<file path="src/rtl/pipe_ctrl.sv">
// Central stall/flush controller: arbitrates hazards into per-segment stall/refresh and PC hold.
// Latency: stall/refresh outputs are combinational from inputs and current state (same-edge effect).
// Backpressure: data wait > mult/div > load-use > fetch wait; exception flush overrides all but a pending data wait.
// Optional feature macro: PIPE_MD_STALL_EN builds the multi-cycle mult/div occupancy sequencer.
module pipe_ctrl #(
    parameter int MUL_CYCLES = 2,
    parameter int DIV_CYCLES = 33
) (
    input  logic       clk,
    input  logic       reset,
    input  logic       if_wait,
    input  logic       id_rs_ren,
    input  logic       id_rt_ren,
    input  logic [4:0] id_rs,
    input  logic [4:0] id_rt,
    input  logic       ex_load,
    input  logic       ex_cp0ren,
    input  logic       ex_regwen,
    input  logic [4:0] ex_wreg,
    input  logic       ex_mult,
    input  logic       ex_div,
    input  logic       mem_data_req,
    input  logic       data_ok,
    input  logic       mem_exc,
    output logic       pc_stall,
    output logic       if_id_stall,
    output logic       id_ex_stall,
    output logic       ex_mem_stall,
    output logic       mem_wb_stall,
    output logic       if_id_refresh,
    output logic       id_ex_refresh,
    output logic       ex_mem_refresh,
    output logic       mem_wb_refresh,
    output logic       md_busy,
    output logic       md_done
);

    typedef enum logic {
        DIDLE = 1'b0,
        DWAIT = 1'b1
    } dstate_t;

    dstate_t dstate;

    logic lu;        // load-use hazard between EX producer and ID consumer
    logic dw;        // MEM is waiting on the data SRAM
    logic exc_take;  // exception/eret flush actually honoured this cycle
    logic ms;        // EX is occupied by a multi-cycle mult/div

    // A GPR produced by a load or mfc0 in EX is not available to ID until next cycle.
    assign lu = (ex_load | ex_cp0ren) & ex_regwen & (ex_wreg != 5'd0) &
                ((id_rs_ren & (id_rs == ex_wreg)) | (id_rt_ren & (id_rt == ex_wreg)));

    // data_ok releases the wait in the very cycle it arrives.
    assign dw = (mem_data_req | (dstate == DWAIT)) & ~data_ok;

    // An access already in flight cannot be abandoned, so the flush waits it out.
    assign exc_take = mem_exc & (dstate != DWAIT);

    // Track an outstanding data access until its data_ok returns.
    always_ff @(posedge clk or posedge reset) begin
        if (reset) begin
            dstate <= DIDLE;
        end else begin
            case (dstate)
                DIDLE:   if (mem_data_req & ~data_ok) dstate <= DWAIT;
                DWAIT:   if (data_ok) dstate <= DIDLE;
                default: dstate <= DIDLE;
            endcase
        end
    end

`ifdef PIPE_MD_STALL_EN
    typedef enum logic [1:0] {
        MD_IDLE = 2'd0,
        MD_BUSY = 2'd1,
        MD_DONE = 2'd2
    } mdstate_t;

    // Counter is 6 bits wide, so occupancies up to 64 cycles are representable.
    localparam logic [5:0] MUL_INIT = 6'(MUL_CYCLES - 1);
    localparam logic [5:0] DIV_INIT = 6'(DIV_CYCLES - 1);

    mdstate_t   md_state;
    logic [5:0] cnt;

    // Sequence mult/div occupancy of EX; a flush abandons the operation outright.
    always_ff @(posedge clk or posedge reset) begin
        if (reset) begin
            md_state <= MD_IDLE;
            cnt      <= 6'd0;
        end else if (exc_take) begin
            md_state <= MD_IDLE;
            cnt      <= 6'd0;
        end else begin
            case (md_state)
                MD_IDLE: begin
                    if (ex_mult | ex_div) begin
                        md_state <= MD_BUSY;
                        // Divide takes precedence when both decode bits are set.
                        cnt      <= ex_div ? DIV_INIT : MUL_INIT;
                    end
                end
                MD_BUSY: begin
                    // The unit keeps computing even while MEM waits on data.
                    if (cnt == 6'd0) begin
                        md_state <= MD_DONE;
                    end else begin
                        cnt <= cnt - 6'd1;
                    end
                end
                MD_DONE: begin
                    // Result is only consumed once EX can actually advance.
                    if (~dw) md_state <= MD_IDLE;
                end
                default: begin
                    md_state <= MD_IDLE;
                    cnt      <= 6'd0;
                end
            endcase
        end
    end

    assign ms      = ((md_state == MD_IDLE) & (ex_mult | ex_div)) |
                     (md_state == MD_BUSY) |
                     ((md_state == MD_DONE) & dw);
    assign md_busy = (md_state != MD_IDLE);
    assign md_done = (md_state == MD_DONE) & ~dw & ~exc_take;
`else
    // Single-cycle HI/LO unit: EX is never held by mult/div.
    localparam int MD_PARAMS_UNUSED = MUL_CYCLES + DIV_CYCLES;
    logic md_inputs_unused;
    assign md_inputs_unused = ex_mult ^ ex_div;
    assign ms      = 1'b0;
    assign md_busy = 1'b0;
    assign md_done = 1'b0;
`endif

    // Resolve all stall sources into one stall/refresh pattern by priority.
    always_comb begin
        pc_stall       = 1'b0;
        if_id_stall    = 1'b0;
        id_ex_stall    = 1'b0;
        ex_mem_stall   = 1'b0;
        mem_wb_stall   = 1'b0;
        if_id_refresh  = 1'b0;
        id_ex_refresh  = 1'b0;
        ex_mem_refresh = 1'b0;
        mem_wb_refresh = 1'b0;
        if (reset | exc_take) begin
            // Flush every segment; nothing is held.
            if_id_refresh  = 1'b1;
            id_ex_refresh  = 1'b1;
            ex_mem_refresh = 1'b1;
            mem_wb_refresh = 1'b1;
        end else if (dw) begin
            // Freeze everything up to MEM; WB gets a bubble.
            pc_stall       = 1'b1;
            if_id_stall    = 1'b1;
            id_ex_stall    = 1'b1;
            ex_mem_stall   = 1'b1;
            mem_wb_refresh = 1'b1;
        end else if (ms) begin
            // Hold EX and everything upstream; MEM gets a bubble.
            pc_stall       = 1'b1;
            if_id_stall    = 1'b1;
            id_ex_stall    = 1'b1;
            ex_mem_refresh = 1'b1;
        end else if (lu) begin
            // Hold the consumer in ID; EX gets a bubble.
            pc_stall       = 1'b1;
            if_id_stall    = 1'b1;
            id_ex_refresh  = 1'b1;
        end else if (if_wait) begin
            // Fetch not back yet; ID gets a bubble.
            pc_stall       = 1'b1;
            if_id_refresh  = 1'b1;
        end
    end

    // A segment is never asked to both hold and take a bubble.
    a_if_id_excl: assert property (@(posedge clk) disable iff (reset)
        !(if_id_stall && if_id_refresh));
    a_id_ex_excl: assert property (@(posedge clk) disable iff (reset)
        !(id_ex_stall && id_ex_refresh));
    a_ex_mem_excl: assert property (@(posedge clk) disable iff (reset)
        !(ex_mem_stall && ex_mem_refresh));
    a_mem_wb_excl: assert property (@(posedge clk) disable iff (reset)
        !(mem_wb_stall && mem_wb_refresh));
    // A completion pulse is only produced while the unit is occupied.
    a_done_busy: assert property (@(posedge clk) disable iff (reset)
        md_done |-> md_busy);

endmodule

</file>
<file path="config.mk">
export PLATFORM = sky130hd
export DESIGN_NAME = pipe_ctrl
export DESIGN_NICKNAME = d
export VERILOG_FILES = /design/src/rtl/pipe_ctrl.sv
export SDC_FILE = /design/constraint.sdc
export NUM_CORES = 1
export LEC_CHECK = 0
export CAP_MARGIN = 5
export CORE_AREA = 10 10 47 49
export CTS_CLUSTER_DIAMETER = 60
export CTS_CLUSTER_SIZE = 28
export DETAILED_ROUTE_END_ITERATION = 8
export DIE_AREA = 0 0 57 59
export GPL_ROUTABILITY_DRIVEN = 1
export GPL_TIMING_DRIVEN = 0
export PLACE_DENSITY = 0.74
export SLEW_MARGIN = 20
export SYNTH_ARGS = -nofsm -noshare
export SYNTH_HDL_FRONTEND = slang
export SYNTH_SLANG_ARGS = --single-unit
</file>
<file path="constraint.sdc">
create_clock -name clk -period 2 [get_ports clk]
set_input_delay 0.4 -clock clk [delete_from_list [all_inputs] [get_ports clk]]
set_output_delay 0.4 -clock clk [all_outputs]
set_load 0.05 [all_outputs]
</file>
Yosys cells after proc, flatten, opt, wreduce, memory -nomap -nowiden --
Cells that the tools add are included.
Word-level totals: register bits 1, input port bits 28, output and inout bits 11, logic and storage cells 37
Cells by class: eq/ne operators 2, multiplexer cells 19, bitwise gates (word level) 14, reductions and logical operators 1
Operator list (number):
- 1-bit two-way mux | 18
- 5-bit == test | 2
- 1-bit AND | 8
- 5-bit nonzero test | 1
- 1-bit bitwise OR | 4
- 1-bit NOT | 2
- 1-bit one-hot mux with 2 select lines | 1

Depth between registers and ports, before layout --
word-level depth 7, depth in mapped cells 5, depth with buffers taken out 5

Least setup slack after synthesis --
No wires, ideal clock.
kind input port to output port, start input ex_wreg[2], end output id_ex_refresh, arrival time 2.195 ns, path slack -0.595 ns, stages on the path 5, path through xor2_1 nor4_2 nand3_1 a21o_1 o21ai_0
On the way: cells in the longest elaborated chain, start to end 7, elaborated cells between the ends (all ways) 11
RTL lines:
- start: declaration | line 19 | input logic [4:0] ex_wreg,
- 5-bit == test | line 52 | ((id_rs_ren & (id_rs == ex_wreg)) | (id_rt_ren & (id_rt == ex_wreg)));
- 1-bit AND | line 52
- 1-bit bitwise OR | line 52
- 1-bit AND * | line 51 | assign lu = (ex_load | ex_cp0ren) & ex_regwen & (ex_wreg != 5'd0) &
- 1-bit two-way mux * | line 169 | end else if (lu) begin
- 1-bit two-way mux * | line 156 | end else if (dw) begin
- 1-bit two-way mux * | line 150 | if (reset | exc_take) begin
- end: declaration | line 31 | output logic id_ex_refresh,
Mark *: on every way between the ends. The rest lies on a longest branch, timed or not.

Worst setup path in the final report --
start input ex_wreg[4], end output if_id_refresh
On the way: cells in the longest elaborated chain, start to end 7, elaborated cells between the ends (all ways) 11
RTL lines:
- 5-bit == test | line 52
- 1-bit AND | line 52
- 1-bit bitwise OR | line 52
- 1-bit AND * | line 51
- 1-bit two-way mux * | line 169
- 1-bit two-way mux * | line 156
- 1-bit two-way mux * | line 150
- end: declaration | line 30 | output logic if_id_refresh,
Marks and branches as above.

==> results.py <==
metrics = {
    "run_status": {
        "status": "complete, but fails checks",
        "violations": "negative setup slack",
    },
    "yosys": {
        "ys_top_cells_by_count": "8 x xor2_1, 4 x buf_4, 4 x inv_1",
        "ys_ff_latch": 1,
        "synthFlopType": "dfrtp_1",
        "avgSynthCellArea_um2": 7.406,
        "synth_top_area_cell": "xor2_1",
        "yosysSeqAreaShare_pct": 9.132,
        "yosys.area.top_type_share_pct": 25.57,
        "synthArstFlopShare_pct": 100.0,
        "ys_types": 18,
        "synthCells": 37,
        "netlist_area_um2": 274.0,
        "synth.most_common_cell": "xor2_1",
        "synthTopCellsByArea": "xor2_1 26%, buf_4 11%, dfrtp_1 9.1%",
        "synth-edff-count": 0,
        "ys_warn_count": 0,
    },
    "cells_and_area": {
        "reg_top3": "dstate: 1 flops",
        "drive_gt1_share_pct": 52.70,
        "antennaDiodeCount": 0,
        "area_delta_synth_final_pct": 149.3,
        "layout.nets": 104,
        "stdcell_area_um2": 683.2,
        "max_flop_register": "dstate",
        "largest_reg_flops": 1,
    },
    "setup_path": {
        "end_kind": "output pin",
        "startpoint_type": "input port",
        "cp.arrival_ps": 1690,
        "cp_slowest_stage_delay_ps": 520,
        "crit_fanout": 4,
        "critPathRequiredTime_ps": 1600,
        "cpMaxStageDelayCell": "or4_4",
        "crit_family": "simple AND/OR/NAND/NOR gates",
        "critPathKind": "in2out",
        "worst-path-buf-inv": 2,
        "cp_common_cell": "buf_8",
        "path_cells": "buf_8 -> or4_4 -> o221ai_2 -> a21o_1 -> a31o_4 -> buf_8",
    },
    "placement": {
        "dpl-instance-area_um2": 646.9,
        "dpl_worst_slack_ps": -1143,
        "hpwl_mm": 1.047,
        "io_buffers": 33,
        "gp_congestion": 0.6498,
    },
    "timing": {
        "max_freq_ghz": 0.4792,
        "postLayoutSetupSlackWorst_ps": -86.97,
        "finClkSkew_ps": 0,
        "hold_viol_final": 0,
        "hold_ws_ps": 598.9,
        "drv_slew": 0,
        "setup_tns_ps": -121.9,
        "finalCritPeriodShare_pct": 104.3,
        "setup_violations": 3,
        "rsz0062_at_grt": "yes",
        "layout_min_cycle_time_ps": 2087,
    },
    "clocking": {
        "postCtsHoldBufs": 0,
        "clk_latency_ps": 0,
        "clk_pin_slew_ps": 0,
    },
    "drt": {
        "ant_nets": 0,
        "first_pass_iters": 2,
        "wl_per_cell_um": 13.53,
        "drcViolationCount": 0,
        "viasPerCell": 4.133,
        "drt_first_iter_violations": 2,
        "vias": 372,
        "routed_wirelength_mm": 1.218,
    },
    "pwr": {
        "totalPowerFinal_mw": 0.2023,
        "irDropWorstVdd_uv": 86.24,
        "p_leak_nw": 0.3048,
        "powerDensity_nw_per_um2": 296.1,
    },
    "global_routing": {
        "grt_overflow_total": 0,
        "grt_use_total_pct": 6.199,
        "grt_pass1_vias": 386,
        "grt_max_degree": 6,
        "grt_pass1_wl_mm": 1.794,
        "antenna_found_initial": 0,
    },
    "floorplan": {
        "coreArea_um2": 1401,
        "die_x_um": 57,
        "dieArea_um2": 3363,
        "floorplan.io_pins": 39,
        "row_count": 14,
        "die_h_um": 59,
        "initial_core_util_pct": 19.55,
    },
    "min_path": {
        "hp-class": "in2async",
    },
    "flow_run": {
        "cap_violations": 0,
    },
}
[cells by family after synthesis]
| family | count (synthesis) | share of synthesized area, % |
|---|---|---|
| simple gates | 10 | 22.37 |
| other cells | 1 | 1.369 |
| flops | 1 | 9.131 |
| xor+xnor | 10 | 31.97 |
| buf+inv | 8 | 16.44 |
| compound gates | 7 | 18.72 |
[where the power goes]
part | internal, mW | switching [mW] | total, mW | leakage [nW]
sequential | 0.0220 | 0.000702 | 0.0227 | 0.0125
clock | 0 | 0 | 0 | 0
combinational | 0.0845 | 0.0951 | 0.180 | 0.292
[routing by layer]
layer	GRT usage [%]	part of all wire [%]	vias to the layer above
li1	-	-	192
met1	6.467	34	160
met2	12.25	55	20
met3	2.146	11	0
met4	0	0	0
met5	0	0	-
[stage by stage]
step	cells	utilization [%]
global placement	88	46.16
global route	90	48.75
floorplan	39	-
CTS	89	46.43
detailed placement	88	46.16
finish	90	48.75
[path summary, 6_finish.rpt]
check / from / endpoint / slack [ps] / cells after the start
worst max-delay path: ex_wreg[4] / if_id_refresh / -90 / 6
worst min-delay path: reset / dstate$_DFF_PP0_ / 600 / 2
worst max register to register: dstate$_DFF_PP0_ / dstate$_DFF_PP0_ / 1200 / 3
worst min register to register: dstate$_DFF_PP0_ / dstate$_DFF_PP0_ / 730 / 3
max in group asynchronous: reset / dstate$_DFF_PP0_ / 1310 / 2
min in group clk: dstate$_DFF_PP0_ / dstate$_DFF_PP0_ / 730 / 3
[placed cells by master, fill, tap and decap left out, types with 2 or more instances in the layout]
cell and instances:
dlygate4sd2_1 2, xor2_1 6, xnor2_1 2, buf_4 7, clkdlybuf4s15_1 2, buf_2 6
buf_6 7, inv_2 2, xor2_2 2, nand3_1 2, buf_8 3, clkdlybuf4s50_1 10
nor4_2 2, conb_1 3, nor2_1 2, inv_1 2, a21oi_2 3
[area by class of cell]
cell class              count  area (um^2)
plain buffers               4        30.03
fillers                   151        718.2
inverters                   4        15.01
multi-input cells          30        262.8
flip-flops and latches      1        25.02
well taps                  16        20.02
repair buffers             35        330.3
[what timing repair did]
action	4_1_cts	5_1_grt
endpoints found under the setup margin	8	7
buffers inserted	1	1
gates resized for setup	104	10
pin swaps	18	6
cloned	0	0
Power figures use the tool's default switching activity.
